==> src/rtl/track_pkg.sv <==
// Shared types and helpers for the track scheduler: FSM states, default
// geometry, and 16-bit saturation for the mix output.
package track_pkg;

  localparam int NUM_TRACKS_DEF = 2;
  localparam int TRACK_AW_DEF   = 20;

  typedef enum logic [1:0] {
    ST_IDLE,
    ST_WRITE,
    ST_READ,
    ST_MIX
  } state_e;

  function automatic logic signed [15:0] sat16(input logic signed [31:0] v);
    if (v > 32'sd32767)       return 16'sh7fff;
    else if (v < -32'sd32768) return 16'sh8000;
    else                      return v[15:0];
  endfunction

endpackage

==> src/rtl/edge_detect.sv <==
// Rising/falling edge detector. While en_i is low the previous value is
// held, so an edge seen during that time is reported once en_i returns.
module edge_detect #(
  parameter int W = 1
) (
  input  logic         clk,
  input  logic         rst,
  input  logic         en_i,
  input  logic [W-1:0] sig_i,
  output logic [W-1:0] rise_o,
  output logic [W-1:0] fall_o
);

  logic [W-1:0] prev_q;

  always_ff @(posedge clk or posedge rst) begin
    if (rst)       prev_q <= '0;
    else if (en_i) prev_q <= sig_i;
  end

  assign rise_o = en_i ? (sig_i & ~prev_q) : '0;
  assign fall_o = en_i ? (~sig_i & prev_q) : '0;

endmodule

==> src/rtl/track_scheduler.sv <==
// Per-sample RAM sequencer: one record write, then one read per playing
// track, over a single req/ack port; accumulates and saturates the mix.
module track_scheduler
  import track_pkg::*;
#(
  parameter int NUM_TRACKS = NUM_TRACKS_DEF,
  parameter int TRACK_AW   = TRACK_AW_DEF,
  parameter int ADDR_W     = 23,
  localparam int TW        = (NUM_TRACKS > 1) ? $clog2(NUM_TRACKS) : 1
) (
  input  logic                  clk,
  input  logic                  rst,
  input  logic                  sample_tick,
  input  logic                  rec_en,
  input  logic [TW-1:0]         rec_track,
  input  logic [15:0]           rec_data,
  input  logic [NUM_TRACKS-1:0] play_mask,
  output logic                  mem_req,
  output logic                  mem_we,
  output logic [ADDR_W-1:0]     mem_addr,
  output logic [15:0]           mem_wdata,
  input  logic                  mem_ack,
  input  logic [15:0]           mem_rdata,
  output logic [15:0]           mix_out,
  output logic                  mix_valid,
  output logic                  rec_full,
  output logic                  overrun
);

  localparam int ACC_W = 16 + $clog2(NUM_TRACKS + 1);
  localparam logic [TRACK_AW:0]   FULL_LEN = {1'b1, {TRACK_AW{1'b0}}};
  localparam logic [TRACK_AW:0]   ONE_L    = 1;
  localparam logic [TRACK_AW-1:0] ONE_P    = 1;

  state_e                                 state_q;
  logic                                   req_q, we_q, mix_vld_q;
  logic [ADDR_W-1:0]                      addr_q;
  logic [15:0]                            wdata_q;
  logic signed [15:0]                     mix_q;
  logic                                   rec_full_q, overrun_q, rec_act_q;
  logic [TW-1:0]                          rec_trk_q, cur_q;
  logic [TRACK_AW-1:0]                    wr_ptr_q;
  logic [NUM_TRACKS-1:0][TRACK_AW:0]      len_q;
  logic [NUM_TRACKS-1:0][TRACK_AW-1:0]    rd_ptr_q;
  logic [NUM_TRACKS-1:0]                  snap_q;
  logic signed [ACC_W-1:0]                acc_q;

  logic                                   idle;
  logic                                   rec_rise, rec_fall;
  logic [NUM_TRACKS-1:0]                  play_rise, play_fall;

  // Control values as they stand after any edge seen this idle cycle
  logic                                   rec_act_e, rec_full_e;
  logic [TW-1:0]                          rec_trk_e;
  logic [TRACK_AW-1:0]                    wr_ptr_e;
  logic [NUM_TRACKS-1:0][TRACK_AW:0]      len_e;
  logic [NUM_TRACKS-1:0][TRACK_AW-1:0]    rd_ptr_e;

  logic                                   first_ok, wr_nxt_ok, rd_nxt_ok, rd_wrap;
  logic [TW-1:0]                          first_t, wr_nxt_t, rd_nxt_t;
  logic signed [ACC_W-1:0]                rd_ext, sum;
  logic signed [31:0]                     sum_w, acc_w;

  assign idle = (state_q == ST_IDLE);

  edge_detect #(.W(1)) u_rec_edge (
    .clk(clk), .rst(rst), .en_i(idle), .sig_i(rec_en),
    .rise_o(rec_rise), .fall_o(rec_fall)
  );

  edge_detect #(.W(NUM_TRACKS)) u_play_edge (
    .clk(clk), .rst(rst), .en_i(idle), .sig_i(play_mask),
    .rise_o(play_rise), .fall_o(play_fall)
  );

  function automatic logic [ADDR_W-1:0] mk_addr(input logic [TW-1:0] t,
                                                input logic [TRACK_AW-1:0] p);
    return ADDR_W'({t, p});
  endfunction

  // Lowest track index >= from that is playing, non-empty and not recording
  function automatic logic [TW:0] find_rd(input logic [NUM_TRACKS-1:0] mask,
                                          input logic [NUM_TRACKS-1:0][TRACK_AW:0] len,
                                          input logic act,
                                          input logic [TW-1:0] trk,
                                          input int from);
    logic [TW:0] r;
    r = '0;
    for (int t = NUM_TRACKS - 1; t >= 0; t--)
      if (t >= from && mask[t] && len[t] != '0 && !(act && trk == TW'(t)))
        r = {1'b1, TW'(t)};
    return r;
  endfunction

  always_comb begin
    rec_act_e  = rec_act_q;
    rec_full_e = rec_full_q;
    rec_trk_e  = rec_trk_q;
    wr_ptr_e   = wr_ptr_q;
    len_e      = len_q;
    rd_ptr_e   = rd_ptr_q;
    if (rec_fall) begin
      if (rec_act_q) len_e[rec_trk_q] = {1'b0, wr_ptr_q};
      rec_act_e = 1'b0;
    end
    if (rec_rise) begin
      rec_act_e  = 1'b1;
      rec_full_e = 1'b0;
      rec_trk_e  = rec_track;
      wr_ptr_e   = '0;
    end
    // A stopped track is never read, so rewinding it on the falling edge
    // too is indistinguishable from rewinding it on restart.
    for (int t = 0; t < NUM_TRACKS; t++)
      if (play_rise[t] || play_fall[t]) rd_ptr_e[t] = '0;
  end

  assign {first_ok, first_t}   = find_rd(play_mask, len_e, rec_act_e, rec_trk_e, 0);
  assign {wr_nxt_ok, wr_nxt_t} = find_rd(snap_q, len_q, rec_act_q, rec_trk_q, 0);
  assign {rd_nxt_ok, rd_nxt_t} = find_rd(snap_q, len_q, rec_act_q, rec_trk_q, int'(cur_q) + 1);

  assign rd_wrap = ({1'b0, rd_ptr_q[cur_q]} + ONE_L) == len_q[cur_q];
  assign rd_ext  = {{(ACC_W-16){mem_rdata[15]}}, mem_rdata};
  assign sum     = acc_q + rd_ext;
  assign sum_w   = 32'(sum);
  assign acc_w   = 32'(acc_q);

  always_ff @(posedge clk or posedge rst) begin
    if (rst) begin
      state_q    <= ST_IDLE;
      req_q      <= 1'b0;
      we_q       <= 1'b0;
      addr_q     <= '0;
      wdata_q    <= '0;
      mix_q      <= '0;
      mix_vld_q  <= 1'b0;
      rec_full_q <= 1'b0;
      overrun_q  <= 1'b0;
      rec_act_q  <= 1'b0;
      rec_trk_q  <= '0;
      cur_q      <= '0;
      wr_ptr_q   <= '0;
      len_q      <= '0;
      rd_ptr_q   <= '0;
      snap_q     <= '0;
      acc_q      <= '0;
    end else begin
      mix_vld_q <= 1'b0;
      if (sample_tick && !idle) overrun_q <= 1'b1;
      case (state_q)
        ST_IDLE: begin
          rec_act_q  <= rec_act_e;
          rec_full_q <= rec_full_e;
          rec_trk_q  <= rec_trk_e;
          wr_ptr_q   <= wr_ptr_e;
          len_q      <= len_e;
          rd_ptr_q   <= rd_ptr_e;
          if (sample_tick) begin
            snap_q  <= play_mask;
            wdata_q <= rec_data;
            if (rec_act_e) begin
              state_q <= ST_WRITE;
              req_q   <= 1'b1;
              we_q    <= 1'b1;
              addr_q  <= mk_addr(rec_trk_e, wr_ptr_e);
            end else if (first_ok) begin
              state_q <= ST_READ;
              req_q   <= 1'b1;
              we_q    <= 1'b0;
              cur_q   <= first_t;
              addr_q  <= mk_addr(first_t, rd_ptr_e[first_t]);
            end else begin
              state_q <= ST_MIX;
            end
          end
        end
        ST_WRITE: begin
          if (mem_ack) begin
            req_q    <= 1'b0;
            we_q     <= 1'b0;
            wr_ptr_q <= wr_ptr_q + ONE_P;
            if (&wr_ptr_q) begin
              len_q[rec_trk_q] <= FULL_LEN;
              rec_full_q       <= 1'b1;
              rec_act_q        <= 1'b0;
            end
            // Leaving req low here gives the mandatory gap before the first read
            if (wr_nxt_ok) begin
              state_q <= ST_READ;
              cur_q   <= wr_nxt_t;
            end else begin
              mix_q     <= sat16(acc_w);
              mix_vld_q <= 1'b1;
              acc_q     <= '0;
              state_q   <= ST_IDLE;
            end
          end
        end
        ST_READ: begin
          if (!req_q) begin
            req_q  <= 1'b1;
            addr_q <= mk_addr(cur_q, rd_ptr_q[cur_q]);
          end else if (mem_ack) begin
            req_q           <= 1'b0;
            rd_ptr_q[cur_q] <= rd_wrap ? '0 : rd_ptr_q[cur_q] + ONE_P;
            if (rd_nxt_ok) begin
              cur_q <= rd_nxt_t;
              acc_q <= sum;
            end else begin
              mix_q     <= sat16(sum_w);
              mix_vld_q <= 1'b1;
              acc_q     <= '0;
              state_q   <= ST_IDLE;
            end
          end
        end
        ST_MIX: begin
          mix_q     <= sat16(acc_w);
          mix_vld_q <= 1'b1;
          acc_q     <= '0;
          state_q   <= ST_IDLE;
        end
        default: state_q <= ST_IDLE;
      endcase
    end
  end

  assign mem_req   = req_q;
  assign mem_we    = we_q;
  assign mem_addr  = addr_q;
  assign mem_wdata = wdata_q;
  assign mix_out   = mix_q;
  assign mix_valid = mix_vld_q;
  assign rec_full  = rec_full_q;
  assign overrun   = overrun_q;

endmodule
==> config.mk <==
export PLATFORM = sky130hd
export DESIGN_NAME = track_scheduler
export DESIGN_NICKNAME = d
export VERILOG_FILES = /design/src/rtl/track_pkg.sv /design/src/rtl/edge_detect.sv /design/src/rtl/track_scheduler.sv
export SDC_FILE = /design/constraint.sdc
export NUM_CORES = 1
export LEC_CHECK = 0
export ABC_CLOCK_PERIOD_IN_PS = 14960
export CAP_MARGIN = 20
export CORE_AREA = 2 2 149 180
export DETAILED_ROUTE_END_ITERATION = 8
export DIE_AREA = 0 0 151 182
export HOLD_SLACK_MARGIN = 0.12
export PLACE_DENSITY = 0.64
export SYNTH_ARGS = -nofsm -noshare
export SYNTH_HDL_FRONTEND = slang
export SYNTH_SLANG_ARGS = --single-unit
==> constraint.sdc <==
create_clock -name clk -period 14.96 [get_ports clk]
set_input_delay 3.74 -clock clk [delete_from_list [all_inputs] [get_ports clk]]
set_output_delay 3.74 -clock clk [all_outputs]
set_load 0.05 [all_outputs]
Yosys cells after proc, flatten, opt, wreduce, memory -nomap -nowiden
Index checks and enable logic that the tools add are counted.
W data, S select, Z words.

storage, ports and cells
  flip-flop bits (word level) = 190
  word-level logic and storage cells = 220
  bits of input ports = 40
  output and inout port bits = 60

operators by class
  $add $sub $neg = 5
  bitwise gates (word level) = 13
  mux-type cells = 102
  equality and inequality tests = 18
  reduce and logical (&&, ||, !) cells = 50
  magnitude comparators = 11

operators by type and width
  kind                     count
  $mux W20                 10
  $mux W42                 4
  $mux W16                 9
  $mux W23                 4
  $mux W18                 5
  $pmux W42 S2             1
  $reduce_bool A21 Y1      4
  $mux W40                 2
  $pmux W40 S2             1
  $mux W21                 3
  $pmux W18 S3             1
  $pmux W16 S3             1
  $pmux W23 S2             1
  $bwmux W42               1
  $add A20 B1 Y20 const B  2
  $and A40 B40 Y40         1
  $bwmux W40               1
  $not A40 Y40             1
  $pmux W20 S2             1
  $gt A18 B16 Y1 const B   2
  $lt A18 B16 Y1 const B   2
  $mux W1                  33
  $mux W2                  15
  $ne A2 B2 Y1 const B     11
  other kinds (34)         83

Longest topological paths before layout
Gate-level depths: netlist of run 1.

  depth after elaboration = 18
  depth in mapped cells = 21

Hierarchy
From an unflattened synthesis of run 1, not the netlist that was laid out.

unflattened totals
  cells, all modules = 1208
  area, all modules = 10889.2 um^2

modules (own cells, without submodules)
  module                      cells an instance  sequential area each (um^2)  instances  area an instance (um^2)
  track_scheduler             1194               4629.4                       1          10709.0
  edge_detect at u_play_edge  9                  50.0                         1          116.4
  edge_detect at u_rec_edge   5                  25.0                         1          63.8

Worst setup path after synthesis of run 1
OpenSTA, ideal clock, no wires.

  path type = input-to-reg
  from = input port mem_rdata[0]
  to = register mix_q[10], in the netlist mix_out[10]
  cell stages on the path = 13
  data arrival time = 6.264 ns
  path buffers = 1
  setup slack = 8.575 ns
  cell sequence = ha_1 > inv_1 > fa_1 > nor2b_1 > o2111ai_1 > a2111o_1 > o2111a_1 > a211oi_1 > nor2_1 > o21ai_0 > clkbuf_1 > o21ai_0 > o22a_1

on the way
  word-level cells in the longest chain between the ends = 8
  elaborated cells between the ends (all ways) = 9
  those cells by class = add/sub (1); order compare (2); mux (6)

ends and longest elaborated chain
  item                  line                    text
  from (decl)           track_scheduler.sv:23   input logic [15:0] mem_rdata,
  $add A18 B16 Y18 (*)  track_scheduler.sv:124  assign sum = acc_q + rd_ext;
  $lt A18 B16 Y1        track_pkg.sv:17         else if (v < -32'sd32768) return 16'sh8000;
  $mux W16              track_pkg.sv:17
  $mux W16 (*)          track_pkg.sv:16         if (v > 32'sd32767) return 16'sh7fff;
  $mux W16 (*)          track_scheduler.sv:206  if (rd_nxt_ok) begin
  $mux W16 (*)          track_scheduler.sv:203  end else if (mem_ack) begin
  $mux W16 (*)          track_scheduler.sv:200  if (!req_q) begin
  $pmux W16 S3 (*)      track_scheduler.sv:150  case (state_q)
  to (signal assigned)  track_scheduler.sv:192  mix_q <= sat16(acc_w);
  to (signal assigned)  track_scheduler.sv:210  mix_q <= sat16(sum_w);
  to (signal assigned)  track_scheduler.sv:218  mix_q <= sat16(acc_w);
  to (decl)             track_scheduler.sv:39   logic signed [15:0] mix_q;

Mark *: on every way between the ends. The rest lies on a longest branch, timed or not. The select of a mux whose other input is x is not followed.
A chain may end at the register's enable or synchronous reset.

Worst setup path after layout of run 1
  from = input port mem_rdata[0]
  to = register mix_q[14], in the netlist mix_out[14]

The elaborated chain is that of the path after synthesis.

==> results.rst, run 1 <==
.. list-table::
   :header-rows: 1

   * - Metric
     - Value
   * - Post-layout instance count excluding filler cells
     - ~1,600
   * - Effective utilization at floorplan
     - 44.4%
   * - Clock-pin transition on the worst setup and hold timing paths
     - roughly 0.070 ns
   * - Most used cells in the layout excluding fill and tap cells
     - 187 x sky130_fd_sc_hd__dfrtp_1, 172 x sky130_fd_sc_hd__nand2_1, 111 x sky130_fd_sc_hd__o21ai_0
   * - Number of detailed-routing iterations run before antenna repair
     - 5
   * - Number of buffers inserted for hold repair after clock tree synthesis
     - 0
   * - Multi-input combinational cell area
     - about 0.0062 mm2
   * - Via count
     - between 9,000 and 10,000
   * - Leading area contributor after synthesis
     - sky130_fd_sc_hd__dfrtp_1
   * - Cell at the root of the clock tree
     - sky130_fd_sc_hd__clkbuf_16
   * - Static leakage
     - about 0.0055 uW
   * - Final Instance Area
     - between 0.01 and 0.015 mm2
   * - Number of resized instances in the post-cts repair step
     - 0
   * - Highest ir drop seen on vdd
     - between 0.09 and 0.1 mV
   * - First-pass GRT wire length
     - ~51 mm
   * - Leading cell type in the layout, fill and taps excluded
     - sky130_fd_sc_hd__dfrtp_1
   * - Diode count
     - 0
   * - FFs w/ async S/R, synth
     - 100%
   * - Number of global-route vias before repair
     - roughly 9,200
   * - Minimum clock period
     - ~6.8 ns
   * - Setup violators final
     - 0
   * - Die Width
     - around 150 um
   * - CTS Buf Count
     - 17
   * - Worst hold-check path type
     - reg2reg
   * - Core Util, Final
     - between 50% and 60%
   * - Fraction of the yosys area taken by sequential cells
     - 41.0%
   * - Number of filler cells placed in the layout
     - between 2,000 and 2,500
   * - # IOs
     - 100
   * - Detailed Route Iter0 Violations
     - 894
   * - Count of unique library cells instantiated by Yosys
     - between 80 and 90
   * - Core Box Area
     - about 0.026 mm2
   * - Buffers inserted during post-CTS setup optimization
     - 0
   * - Warning count from the yosys run
     - 0
   * - Worst hold slack after final layout
     - between 0.4 and 0.5 ns
   * - Period Utilization, post-route
     - between 40% and 50%
   * - Area share of the largest cell type after synthesis
     - 41.0%
   * - # port buffers
     - just under 100
   * - CTS tree
     - yes
   * - Peak fanout along the critical path
     - 13
   * - Avg Cell Area, Syn
     - 9.39 um2
   * - Average wire per cell in the routed design
     - between 15 and 20 um
   * - CP startpoint kind
     - input pin
   * - Required time reported for the critical path endpoint
     - 15.28 ns
   * - EDFF count, synth
     - 0
   * - Hold Violations, Final
     - 0
   * - Fraction of the mapped netlist area in adder cells
     - between 2 and 3%
   * - Main combinational cell family by area after synthesis
     - compound AO/OA/AOI/OAI gates
   * - Number of vias per cell after detailed routing
     - approximately 6.1
   * - Clock H-tree levels
     - 4
   * - Max Slew Vio Count
     - 0
   * - Die ar.
     - about 0.027 mm2
   * - Count of antenna-violating nets left after detailed routing
     - 0
   * - Xor and xnor fraction of the mapped netlist area
     - about 5%
   * - Simple-gate share of the synthesized area
     - 15.3%
   * - Area growth syn-to-layout
     - 15.3%
   * - Maximum Capacitance Violations
     - 0
   * - P per Cell Area
     - about 190 mW/mm2
   * - Clock latency at the later pin of the worst-skew pair
     - 0.44 ns
   * - Transition time at the pin with the least slew margin
     - approximately 0.97 ns
   * - Data arrival time of the critical path
     - about 7 ns
   * - Outcome
     - finished clean
   * - Number of register bits inferred by synthesis
     - around 190
   * - Post-DP Area
     - 0.0125 mm2
   * - Mapped cell area
     - 0.0115 mm2
   * - Estimated wirelength of the detail-placed design
     - roughly 22 mm
   * - Net count, final
     - about 1,300
   * - Global-route congestion overflow total
     - 0
   * - CP endpoint kind
     - flop
   * - Mux cell area share after synthesis
     - 6.73%
   * - Unrepaired setup endpoints after global routing
     - false
   * - Share of the synthesized area in compound gates (AO/OA/AOI/OAI)
     - between 20% and 30%
   * - Register Area
     - approximately 0.0047 mm2
   * - Area contributors post-synth
     - sky130_fd_sc_hd__dfrtp_1 41%, sky130_fd_sc_hd__a22o_1 6.3%, sky130_fd_sc_hd__nand2_1 5.6%, sky130_fd_sc_hd__o21ai_0 4.8%, sky130_fd_sc_hd__mux2i_1 3.5%
   * - Residual DRC
     - 0
   * - Cells after Synth
     - 1,222
   * - Commonest register cell after synthesis
     - sky130_fd_sc_hd__dfrtp_1
   * - GRT Overall Usage
     - 23.4%
   * - Number of antenna violations at the first check in global routing
     - 0
   * - Peak clock frequency supported by timing
     - 147 MHz
   * - Vertical die dimension
     - 182 um
   * - Max Root-Sink Buffers
     - 2
   * - Gpl congestion
     - 0.891
   * - Layout cells sized above 1
     - ~8.3%
   * - Maximum clock skew at final layout
     - roughly 0.014 ns
   * - Kind of critical path
     - in2reg
   * - Overall routed net length
     - about 31 mm
   * - Instance count after placement with tap cells included
     - roughly 1,600
   * - Setup TNS Final
     - 0 ns
   * - Pin count of the biggest net entering global routing
     - 111
   * - Row count
     - 65
   * - Clock net sink count
     - approximately 190
   * - Slew headroom
     - around a third
==> flip-flops by register name (all words and copies together) (netlist names), 16 cells and up <==
signal     flops
acc_q         18
mem_addr      21
mix_out       16
mem_wdata     16
wr_ptr_q      20
len_q         42
rd_ptr_q      40
==> worst max-delay path: stages <==
cell                              delay, ns
sky130_fd_sc_hd__clkdlybuf4s50_1       0.46
sky130_fd_sc_hd__ha_1                  0.17
sky130_fd_sc_hd__inv_1                 0.05
sky130_fd_sc_hd__fa_1                  0.40
sky130_fd_sc_hd__nor2b_1               0.16
sky130_fd_sc_hd__o2111ai_1             0.18
sky130_fd_sc_hd__a2111o_1              0.45
sky130_fd_sc_hd__o2111a_1              0.14
sky130_fd_sc_hd__a211oi_1              0.31
sky130_fd_sc_hd__nand2_1               0.17
sky130_fd_sc_hd__nand3_1               0.12
sky130_fd_sc_hd__nand2_1               0.31
sky130_fd_sc_hd__o32a_1                0.47
==> where the power goes <==
part	total, uW	switching, uW	internal, uW
Clock	500	203	297
Sequential	712	96.1	616
Combinational	1250	842	409
==> final cells by class <==
type                            instances  share of cell area [%]
Clock buffer                           18                    3.24
Multi-Input combinational cell        910                    46.8
Inverter                               34                    1.02
Clock inverter                         13                    1.59
Tap cell                              335                    3.17
Sequential cell                       188                    35.6
Timing Repair Buffer                  114                    8.57
==> worst paths after layout <==
path	slack [ns]	end	depth (start not counted)	startpoint
min in group asynchronous	3.83	acc_q[14]	2	rst
worst min register to register	0.46	overrun	1	overrun
worst min-delay path	0.46	overrun	1	overrun
max in group asynchronous	9.99	mix_out[10]	4	rst
worst max-delay path	8.14	mix_out[14]	13	mem_rdata[0]
worst max register to register	10.85	mix_out[14]	7	len_q[25]
==> Yosys cell counts (25+ instances only) <==
cell type,count
sky130_fd_sc_hd__dfrtp_1,188
sky130_fd_sc_hd__nand2_1,172
sky130_fd_sc_hd__o21ai_0,111
sky130_fd_sc_hd__a22o_1,82
sky130_fd_sc_hd__clkbuf_1,65
sky130_fd_sc_hd__nand3_1,51
sky130_fd_sc_hd__mux2i_1,40
sky130_fd_sc_hd__nor2_1,39
sky130_fd_sc_hd__a21oi_1,37
sky130_fd_sc_hd__xnor2_1,35
sky130_fd_sc_hd__mux2_2,33
sky130_fd_sc_hd__o211ai_1,33
sky130_fd_sc_hd__inv_1,32
sky130_fd_sc_hd__ha_1,25
==> stage by stage <==
| step | total power [uW] | setup slack [ns] |
|---|---|---|
| 3_3_place_gp | 1940 | 7.73 |
| 3_5_place_dp | 1960 | 7.73 |
| 4_1_cts | 2460 | 8.16 |
| 2_1_floorplan | 1590 | 6.11 |
| 6_report | 2460 | 8.14 |
| 5_1_grt | 2620 | 7.87 |
==> logic make-up (layout without fill, tap and decap cells) <==
logic type      Yosys count  in the layout
compound gates          387            387
simple gates            361            361
flops                   188            188
buf+inv                 125            179
mux                      73             73
xor+xnor                 60             60
fa+ha+maj                27             27
other cells               1              2
==> metal layers <==
metal	part of all wire [%]	up-vias	track usage [%]	routed length, um
met5	0	-	0	0
met4	1.6	0	6.43	503
met3	4.7	29	3.84	1480
met2	48	282	37.2	15100
met1	46	4888	33.0	14300
li1	-	4584	-	-
(Power assumes the default switching activity.)
==> run 2: changes to the inputs <==
--- a/config.mk
+++ b/config.mk
@@ -5,7 +5,7 @@
 export SDC_FILE = /design/constraint.sdc
 export NUM_CORES = 1
 export LEC_CHECK = 0
-export ABC_CLOCK_PERIOD_IN_PS = 14960
+export ABC_CLOCK_PERIOD_IN_PS = 7000
 export CAP_MARGIN = 20
 export CORE_AREA = 2 2 149 180
 export DETAILED_ROUTE_END_ITERATION = 8
==> constraint.sdc (replaced) <==
create_clock -name clk -period 7 [get_ports clk]
set_input_delay 1.75 -clock clk [delete_from_list [all_inputs] [get_ports clk]]
set_output_delay 1.75 -clock clk [all_outputs]
set_load 0.05 [all_outputs]
==> run 2 against run 1 <==
Effect of this change: power grew 110%; critical path type unchanged; non-clock buffer count is the same; worst hold slack gained 0.0018 ns; wire length shrank 0.24%; first-iteration DRC count shrank 20%; flip-flop and latch count is the same; combinational power grew 120%; critical path depth is the same; clock skew shrank 0.0026 ns; core utilization shrank 0.26 points; final area shrank 0.51%; clock-buffer cell count grew 1.
==> results.rst, run 2 (synthesis gave the netlist of run 1 again) <==
.. list-table::
   :header-rows: 1

   * - Metric
     - Value
   * - Outcome
     - finished clean (unchanged)
   * - Highest ir drop seen on vdd
     - 0.197 mV (was 0.0919 mV)
   * - Data arrival time of the critical path
     - 5.17 ns (was 7.14 ns)
   * - Detailed Route Iter0 Violations
     - 719 (was 894)
   * - Clock latency at the later pin of the worst-skew pair
     - 0.45 ns (was 0.44 ns)
   * - Net Switching
     - 2450 uW (was 1140 uW)
   * - Required time reported for the critical path endpoint
     - 7.33 ns (was 15.28 ns)
   * - Diode count
     - 0 (unchanged)
   * - Peak fanout along the critical path
     - 13 (unchanged)
   * - Most used cells in the layout excluding fill and tap cells
     - 187 x sky130_fd_sc_hd__dfrtp_1, 172 x sky130_fd_sc_hd__nand2_1, 111 x sky130_fd_sc_hd__o21ai_0 (unchanged)
   * - Clock share of power
     - 18.3% (was 20.3%)
   * - Maximum Capacitance Violations
     - 0 (unchanged)
   * - Part of the total power dissipated in sequential elements
     - 29.5% (was 28.9%)
   * - Cell at the root of the clock tree
     - sky130_fd_sc_hd__clkbuf_16 (unchanged)
   * - Buffers inserted during post-CTS setup optimization
     - 0 (unchanged)
   * - Unrepaired setup endpoints after global routing
     - false (unchanged)
   * - Pin count of the biggest net entering global routing
     - 149 (was 111)
   * - Estimated wirelength of the detail-placed design
     - 21.9 mm (was 22.1 mm)
   * - Cell type of the slowest stage on the worst timing path
     - sky130_fd_sc_hd__o32a_1 (unchanged)
   * - # IOs
     - 100 (unchanged)
   * - Average wire per cell in the routed design
     - 19.4 um (was 19.5 um)
   * - Vertical die dimension
     - 182 um (unchanged)
   * - Number of buffers inserted for hold repair after clock tree synthesis
     - 0 (unchanged)
   * - Effective utilization at floorplan
     - 44.4% (unchanged)
   * - Number of vias per cell after detailed routing
     - 6.00 (was 6.07)
   * - Die Width
     - 151 um (unchanged)
   * - CP startpoint kind
     - input pin (unchanged)
   * - Via count
     - 9,677 (was 9,783)
   * - Transition time at the pin with the least slew margin
     - 0.992 ns (was 0.974 ns)
   * - Overall routed net length
     - 31.3 mm (was 31.4 mm)
   * - Number of filler cells placed in the layout
     - 2,388 (was 2,380)
   * - Period Utilization, post-route
     - 69.2%
   * - Core Box Area
     - 0.0259 mm2 (unchanged)
   * - Comb pwr share
     - 52.1% (was 50.8%)
   * - Biggest register
     - len_q (unchanged)
   * - Multi-input combinational cell area
     - 0.00620 mm2 (unchanged)
   * - Clock-pin transition on the worst setup and hold timing paths
     - 0.07 ns (about the same)
   * - Area growth syn-to-layout
     - 14.7% (was 15.3%)
   * - Leading cell type in the layout, fill and taps excluded
     - sky130_fd_sc_hd__dfrtp_1 (unchanged)
   * - Static leakage
     - 0.00547 uW (was 0.00551 uW)
   * - Crit-path leading delay family
     - compound AO/OA/AOI/OAI gates (unchanged)
   * - Kind of critical path
     - in2reg (unchanged)
   * - Layout cells sized above 1
     - 8.37% (was 8.30%)
   * - Die ar.
     - 0.0275 mm2 (unchanged)
   * - Number of antenna violations at the first check in global routing
     - 0 (unchanged)
   * - Number of global-route vias before repair
     - 9,137 (was 9,219)
   * - Post-DP Area
     - 0.0125 mm2 (unchanged)
   * - CP endpoint kind
     - flop (unchanged)
   * - Cell-by-cell listing of the critical path
     - clkdlybuf4s50_1 -> ha_1 -> inv_1 -> fa_1 -> nor2b_1 -> o2111ai_1 -> a2111o_1 -> o2111a_1 -> a211oi_1 -> nand2_1 -> nand3_1 -> nand2_1 -> o32a_1 (unchanged)
   * - Maximum clock skew at final layout
     - 0.0114 ns (was 0.0141 ns)
   * - R2r setup slk
     - 2.95 ns (was 10.85 ns)
   * - Post-layout instance count excluding filler cells
     - 1,613 (was 1,612)
   * - Minimum clock period
     - between 4 and 5 ns
   * - CTS Buf Count
     - 17 (unchanged)
   * - Bufs and invs on worst path
     - 2 (unchanged)
   * - Overall power of the completed layout
     - 5160 uW (was 2460 uW)
   * - Number of detailed-routing iterations run before antenna repair
     - 5 (unchanged)
   * - Peak clock frequency supported by timing
     - approximately 210 MHz
   * - Global-route congestion overflow total
     - 0 (unchanged)
   * - Max Slew Vio Count
     - 0 (unchanged)
   * - Worst hold-check path type
     - reg2reg (unchanged)
   * - Number of resized instances in the post-cts repair step
     - 0 (unchanged)
   * - Residual DRC
     - 0 (unchanged)
   * - P per Cell Area
     - 392 mW/mm2 (was 186 mW/mm2)
   * - Gpl congestion
     - 0.885 (was 0.891)
   * - Clock net sink count
     - 188 (unchanged)
   * - Internal portion of total power
     - 2710 uW (was 1320 uW)
   * - Net count, final
     - 1,331 (unchanged)
   * - Final Instance Area
     - 0.0132 mm2 (about the same)
   * - Setup violators final
     - 0 (unchanged)
   * - Clock H-tree levels
     - 4 (unchanged)
   * - # port buffers
     - 97 (unchanged)
   * - Row count
     - 65 (unchanged)
   * - Count of antenna-violating nets left after detailed routing
     - 0 (unchanged)
   * - Worst hold slack after final layout
     - 0.462 ns (was 0.460 ns)
   * - Delay of the slowest critical-path stage
     - 0.48 ns (was 0.47 ns)
   * - Register Area
     - 0.00471 mm2 (unchanged)
   * - Fraction of power spent switching nets
     - 47.5% (was 46.3%)
   * - Hold Violations, Final
     - 0 (unchanged)
   * - Most common cell on crit path
     - sky130_fd_sc_hd__nand2_1 (unchanged)
   * - CTS tree
     - yes (unchanged)
   * - Max Root-Sink Buffers
     - 2 (unchanged)
   * - Slew headroom
     - 33.6% (was 35.1%)
   * - Instance count after placement with tap cells included
     - 1,577 (unchanged)
   * - Number of flip-flops under the largest register name
     - 42 (unchanged)
   * - GRT Overall Usage
     - 23.1% (was 23.4%)
   * - First-pass GRT wire length
     - 49.7 mm (was 50.6 mm)
   * - Setup TNS Final
     - 0 ns (unchanged)
==> run 2: cell count changes in the layout (fill, tap and decap cells not counted), sizes merged <==
cell      delta
clkinv       +4
clkinvlp     +1
bufinv       -4
clkbuf       +1
inv          -1
==> run 2: worst reg2reg max path, cell delays in order, from the launching register on <==
cell	delay (ns)
sky130_fd_sc_hd__dfrtp_1	0.42
sky130_fd_sc_hd__nor4_1	0.38
sky130_fd_sc_hd__nand4_1	0.27
sky130_fd_sc_hd__o211ai_1	0.37
sky130_fd_sc_hd__or3_1	0.67
sky130_fd_sc_hd__and3_1	0.81
sky130_fd_sc_hd__nand2_1	0.54
sky130_fd_sc_hd__o32a_1	0.48
==> run 2: metrics by stage <==
| step | utilization (%) | worst slack, ns |
|---|---|---|
| final | 50.9 | 2.16 |
| after global routing | 50.9 | 1.93 |
| after CTS | 50.6 | 2.13 |
| after detailed placement | 48.4 | 1.66 |
| after global placement | 48.4 | 1.77 |
| after floorplan | - | 0.136 |
==> run 2: final cells by class <==
| class | instances | share of cell area (%) |
|---|---|---|
| clock buffers | 19 | 3.36 |
| clock inverters | 13 | 0.884 |
| inverters | 34 | 1.03 |
| multi-input cells | 910 | 47.1 |
| flip-flops and latches | 188 | 35.8 |
| well taps | 335 | 3.18 |
| repair buffers | 114 | 8.71 |
==> run 2: metal layers <==
layer	up-vias	share of wire, %	global-route usage, %	routed length, um
met5	-	0	0	0
met4	0	2.5	7.89	799
met3	56	5.5	3.82	1730
met2	311	47	37.1	14600
met1	4728	45	31.8	14200
li1	4582	-	-	-
==> run 2: worst paths after layout <==
path / start / end / depth (start not counted)
max: mem_rdata[0] / mix_out[14] / 13
min: overrun / overrun / 1
max reg2reg: len_q[25] / mix_out[14] / 7
min reg2reg: overrun / overrun / 1
max in group asynchronous: rst / rd_ptr_q[38] / 3
min in group asynchronous: rst / acc_q[14] / 2
==> run 2: power by group through the flow <==
| stage | clock network, uW | logic, uW | registers (uW) |
|---|---|---|---|
| floorplan | 0 | 1450 | 1940 |
| global placement | 0 | 2620 | 1540 |
| detailed placement | 0 | 2640 | 1540 |
| CTS | 958 | 2650 | 1520 |
| global route | 1010 | 2900 | 1550 |
| finish | 945 | 2690 | 1520 |
